**config.mk**
```make
export PLATFORM = sky130hd
export DESIGN_NAME = debounced_edge_detector
export DESIGN_NICKNAME = d
export VERILOG_FILES = /design/src/rtl/debounced_edge_detector.sv
export SDC_FILE = /design/constraint.sdc
export NUM_CORES = 1
export LEC_CHECK = 0
export CAP_MARGIN = 5
export CORE_AREA = 2 2 40 42
export DETAILED_ROUTE_END_ITERATION = 10
export DIE_AREA = 0 0 42 44
export DONT_BUFFER_PORTS = 1
export SETUP_SLACK_MARGIN = 0.2
export SLEW_MARGIN = 25
export SYNTH_ARGS = -nofsm -noshare
export SYNTH_HDL_FRONTEND = slang
export SYNTH_SLANG_ARGS = --single-unit
```
**constraint.sdc**
```tcl
create_clock -name clk -period 1.5 [get_ports clk]
set_input_delay 0.075 -clock clk [delete_from_list [all_inputs] [get_ports clk]]
set_output_delay 0.075 -clock clk [all_outputs]
set_load 0.05 [all_outputs]
```
**src/rtl/debounced_edge_detector.sv**
```systemverilog
// Multi-channel synchronizer, debouncer and edge detector with mode-selected event pulses.
// Define EDGE_DET_DEBOUNCE_EN to build the per-channel debounce counters; otherwise level_db follows ff2.
module debounced_edge_detector #(
    parameter int N_CH     = 4,
    parameter int DB_LIMIT = 50000
) (
    input  logic            clk,
    input  logic            rst,
    input  logic [N_CH-1:0] level,
    input  logic [1:0]      mode,
    output logic [N_CH-1:0] level_db,
    output logic [N_CH-1:0] tick,
    output logic            any_tick
);

    typedef enum logic [1:0] {
        MODE_RISE = 2'b00,
        MODE_FALL = 2'b01,
        MODE_BOTH = 2'b10,
        MODE_NONE = 2'b11
    } mode_e;

    if (N_CH < 1 || N_CH > 32 || DB_LIMIT < 1) begin : g_bad_params
        $error("debounced_edge_detector: N_CH must be 1..32 and DB_LIMIT >= 1");
    end

    logic [N_CH-1:0] ff1;
    logic [N_CH-1:0] ff2;
    logic [N_CH-1:0] db_next;
    logic [N_CH-1:0] rise;
    logic [N_CH-1:0] fall;
    logic [N_CH-1:0] tick_next;

    // NOTE: sequential state uses non-blocking assignments so every flop samples pre-edge values.
    always_ff @(posedge clk or posedge rst) begin
        if (rst) begin
            ff1 <= '0;
            ff2 <= '0;
        end else begin
            ff1 <= level;
            ff2 <= ff1;
        end
    end

`ifdef EDGE_DET_DEBOUNCE_EN
    localparam int CNT_W = ($clog2(DB_LIMIT + 1) < 1) ? 1 : $clog2(DB_LIMIT + 1);
    localparam logic [CNT_W-1:0] CNT_LAST = CNT_W'(DB_LIMIT - 1);

    logic [CNT_W-1:0] cnt      [N_CH];
    logic [CNT_W-1:0] cnt_next [N_CH];

    // A channel qualifies on the edge where ff2 has disagreed for DB_LIMIT consecutive cycles.
    always_comb begin
        // NOTE: defaults first so no path through this block leaves a value unassigned (no latches).
        db_next = level_db;
        for (int i = 0; i < N_CH; i++) begin
            cnt_next[i] = cnt[i];
            if (ff2[i] == level_db[i]) begin
                cnt_next[i] = '0;
            end else if (cnt[i] == CNT_LAST) begin
                db_next[i]  = ff2[i];
                cnt_next[i] = '0;
            end else begin
                cnt_next[i] = cnt[i] + CNT_W'(1);
            end
        end
    end

    // NOTE: the counter array is ordinary flops, not a RAM, so it is cleared by reset like any other state.
    always_ff @(posedge clk or posedge rst) begin
        if (rst) begin
            for (int i = 0; i < N_CH; i++) begin
                cnt[i] <= '0;
            end
        end else begin
            for (int i = 0; i < N_CH; i++) begin
                cnt[i] <= cnt_next[i];
            end
        end
    end
`else
    always_comb begin
        db_next = ff2;
    end
`endif

    assign rise = db_next & ~level_db;
    assign fall = ~db_next & level_db;

    // mode is looked at only together with a level_db change, so changing it alone cannot tick.
    always_comb begin
        tick_next = '0;
        case (mode_e'(mode))
            MODE_RISE: tick_next = rise;
            MODE_FALL: tick_next = fall;
            MODE_BOTH: tick_next = rise | fall;
            default:   tick_next = '0;
        endcase
    end

    always_ff @(posedge clk or posedge rst) begin
        if (rst) begin
            level_db <= '0;
            tick     <= '0;
            any_tick <= 1'b0;
        end else begin
            level_db <= db_next;
            tick     <= tick_next;
            any_tick <= |tick_next;
        end
    end

endmodule

```
# == Word-level counts from Yosys, hierarchy flattened ==
# Index checks and enable logic that the tools add are counted.
# W data, S select, Z words.
# op_classes
n_eq_ne,2
mux,1
n_bitwise,5
reduce_logical,2
# ops
cell,count
$pmux W4 S3,1
$and A4 B4 Y4,2
$not A4 Y4,2
$or A4 B4 Y4,1
$reduce_or A4 Y1,1
$eq A2 B1 Y1 const B,1
$eq A2 B2 Y1 const B,1
$logic_not A2 Y1,1
# word_totals
register_bits,17
inputBits,8
out_inout_bits,9

# == Longest topological paths before layout ==
# logic_depth
ltp_word,5
depth_mapped,6

# == Worst setup path after synthesis ==
# No wires, ideal clock.
# synth_path
path_type,reg-to-reg
from,register level_db[3]
to,register any_tick
setup_time_ps,139
arrival_time_ps,1653
slack_ps,-292
path_stages_with_launch,7
path_buffers,0
path_cell_list,dfrtp_1 -> inv_1 -> ha_1 -> inv_1 -> mux2i_1 -> o21ai_1 -> or4_1
# synth_between
elab_chain_len,5
word_cells_on_any_way,6
cone_classes,mux (1); bitwise (4); reduce/logical (1)
# synth_lines
item,line,text
start: declaration,11,"output logic [N_CH-1:0] level_db,"
start signal: assignment,107,level_db <= db_next;
$not A4 Y4,87,assign rise = db_next & ~level_db;
$and A4 B4 Y4,87,
$or A4 B4 Y4,96,MODE_BOTH: tick_next = rise | fall;
$pmux W4 S3 (*),93,case (mode_e'(mode))
net tick_next[3],32,logic [N_CH-1:0] tick_next;
$reduce_or A4 Y1 (*),109,any_tick <= |tick_next;
end signal: assignment,109,
end: declaration,13,output logic any_tick
# The timed path passes the listed nets; every way through them passes the cells marked *.

# == Worst setup path after layout ==
# layout_path
from,register ff2[1] (netlist: db_next[1])
to,register any_tick
# layout_between
elab_chain_len,5
word_cells_on_any_way,6
cone_classes,mux (1); bitwise (4); reduce/logical (1)
# layout_lines
item,line,text
start: declaration,28,logic [N_CH-1:0] ff2;
start signal: assignment,38,ff2 <= '0;
start signal: assignment,41,ff2 <= ff1;
$not A4 Y4,88,assign fall = ~db_next & level_db;
$and A4 B4 Y4,88,
$or A4 B4 Y4,96,
$pmux W4 S3 (*),93,
net tick_next[1],32,
$reduce_or A4 Y1 (*),109,
# Marked as above.

==> metrics.cfg <==
[critical_path]
end_kind = flip-flop
criticalPathCategory = flip-flop to flip-flop
cp_max_fo = 3
reg2reg_depth = 5
startpoint_type = flip-flop
worstPathArrival_ns = 1.68
crit_required_ns = 1.67

[die]
die_h_um = 44
pin_count = 17
start_util = 0.466
die_w_um = 42
rows = 14
core_area_mm2 = 0.00142
fp.dieArea_mm2 = 0.00185

[layout]
drive_above_1_share = 0.275
fin_nets = 86
area_growth_pct = 22.7
fillers = 107
diodes = 0

[placement]
place_congestion = 0.656
numPortBuffers = 0
hpwlAfterDp_um = 585

[power_and_ir_drop]
p_per_area_mw_per_mm2 = 1080
ir_worst_vdd_mv = 0.588
p_leak_nw = 0.416

[clock_tree]
hold_buffers = 5
path_clk_slew_ns = 0.09
cts_tree = built
cts_buffers = 3
clkLatencyLatePin_ns = 0.29
cts-root-buf = clkbuf_4
cts.path.max_buffers = 2
h-tree-depth = 1
cts_sinks = 17

[sta]
tightest_slew_ns = 0.601
period_minus_slack_ns = 1.51
grt_setup_unrepaired = true
fin_setup_tns_ns = -0.0135
finalWorstSetupSlack_ns = -0.0135
fmax_mhz = 661
period_share = 1.01
whs_ns = -0.111
setup-violations-final = 1
slew_viol_final = 0
slew_headroom = 0.599
fin_skew_ns = 0.00128
hold_violations = 4

[global_routing]
first_global_vias = 383
grt_max_degree = 18
grtUsageTotal = 0.125
grt_pass1_wl_mm = 1.55
antenna_found_initial = 0
gr-total-overflow = 0

[yosys]
synthesis.nets = 69
synth_common_cells = 17 x dfrtp_1, 10 x inv_1, 8 x ha_1, 7 x nand2_1, 5 x o21ai_1
ys_seq_area_frac = 0.643
synth_area_leaders = dfrtp_1 64%, ha_1 15%, inv_1 5.7%
synth.most_common_cell = dfrtp_1
ys_ff_latch = 17
yosysTopAreaCell = dfrtp_1
synth_top_cell_area_share = 0.643
syn_inst = 53
synth.avg_cell_area_um2 = 12.5
synth-async-reset-ratio = 1.00
ys_types = 10
ys_warn_count = 0
synthFlopType = dfrtp_1
synth_edf_count = 0
netlist_area_um2 = 662

[drt]
drtIter0Drc = 2
dr.pass1.iters = 4
drc = 0
via_per_inst = 4.71
vias = 400
wl_per_cell_um = 10.2
ant_nets = 0
drt_wl_total_um = 867

[worst_hold_path]
holdCritPathClass = primary input to flip-flop
worstHoldPathCells = 1

[outcome]
outcome = complete, but fails checks
failed_checks = hold timing, setup timing

[job]
cap_violations = 0

[timing repair]
item | in CTS | in global routing
cloned | 0 | 0
endpoints found under the hold margin | 25 | 4
resized for setup | 0 | 0
buffers inserted | 3 | 0
pin swaps | 0 | 0
setup endpoints to repair | 1 | 1
[flip-flops by register name (all words and copies together), names as in the netlist]
signal,cells
db_next,4
level_db,4
tick,4
any_tick,1
ff1,4
[worst max-delay path, stage by stage (launching register included)]
cell and delay [ns]:
dfrtp_1 0.41, ha_1 0.27, nand2_1 0.04, o21ai_1 0.07, o21ai_1 0.09, or4_1 0.51
[kinds of logic (layout without fill, tap and decap cells)]
logic type,after synthesis,after routing,share of synthesized area
fa+ha+maj,8,8,0.151
mux,1,1,0.0151
compound gates,7,7,0.0529
simple gates,9,9,0.0643
buf+inv,11,27,0.0737
flops,17,17,0.643
[final timing paths]
| check | start | to | slack [ns] |
|---|---|---|---|
| setup / recovery | db_next[1]$_DFF_PP0_ | any_tick$_DFF_PP0_ | -0.01 |
| hold / removal | mode[0] | tick[0]$_DFF_PP0_ | -0.11 |
| setup reg to reg | db_next[1]$_DFF_PP0_ | any_tick$_DFF_PP0_ | -0.01 |
| hold reg to reg | ff1[3]$_DFF_PP0_ | db_next[3]$_DFF_PP0_ | 0.35 |
| max in group asynchronous | rst | level_db[1]$_DFF_PP0_ | 0.79 |
| min in group asynchronous | rst | db_next[2]$_DFF_PP0_ | 0.29 |
[area by class of cell]
| class | instances | area, um^2 | area share |
|---|---|---|---|
| Clock buffer | 4 | 26.3 | 0.0324 |
| Inverter | 10 | 37.5 | 0.0462 |
| Sequential cell | 17 | 430 | 0.530 |
| Multi-Input combinational cell | 25 | 188 | 0.231 |
| Timing Repair Buffer | 13 | 110 | 0.136 |
| Tap cell | 16 | 20.0 | 0.0247 |
[routing by layer]
layer,part of all wire,GRT usage
met3,0.063,0.0542
met5,0,0
met4,0.036,0.116
met1,0.41,0.126
met2,0.49,0.194
[power breakdown]
group	switching (W)	total [W]	internal, W
registers	0.0000608	0.000548	0.000487
clock network	0.000135	0.000239	0.000103
logic	0.0000531	0.0000939	0.0000408
[metrics by stage]
stage / util / total power, W / instance area [um^2] / std cells / worst slack (ns)
after floorplan: - / 0.000621 / 667 / 53 / -0.128
after global placement: 0.503 / 0.000636 / 713 / 73 / 0.00209
after detailed placement: 0.503 / 0.000638 / 713 / 73 / -0.0159
after CTS: 0.572 / 0.000896 / 812 / 85 / -0.0130
after global routing: 0.572 / 0.000936 / 812 / 85 / -0.106
final: 0.572 / 0.000881 / 812 / 85 / -0.0135
[cell usage in the layout, fill, tap and decap left out]
cell type	synthesis	routed
dlygate4sd3_1	0	5
dfrtp_1	17	13
mux2i_1	1	1
inv_2	0	3
dfrtp_2	0	4
o21ai_0	2	2
ha_1	8	8
buf_4	0	8
nor2b_2	1	1
clkbuf_4	0	3
clkbuf_1	0	1
o21ai_1	5	5
or4_1	1	1
inv_1	10	7
nand2_1	7	7
(Power assumes the default switching activity.)
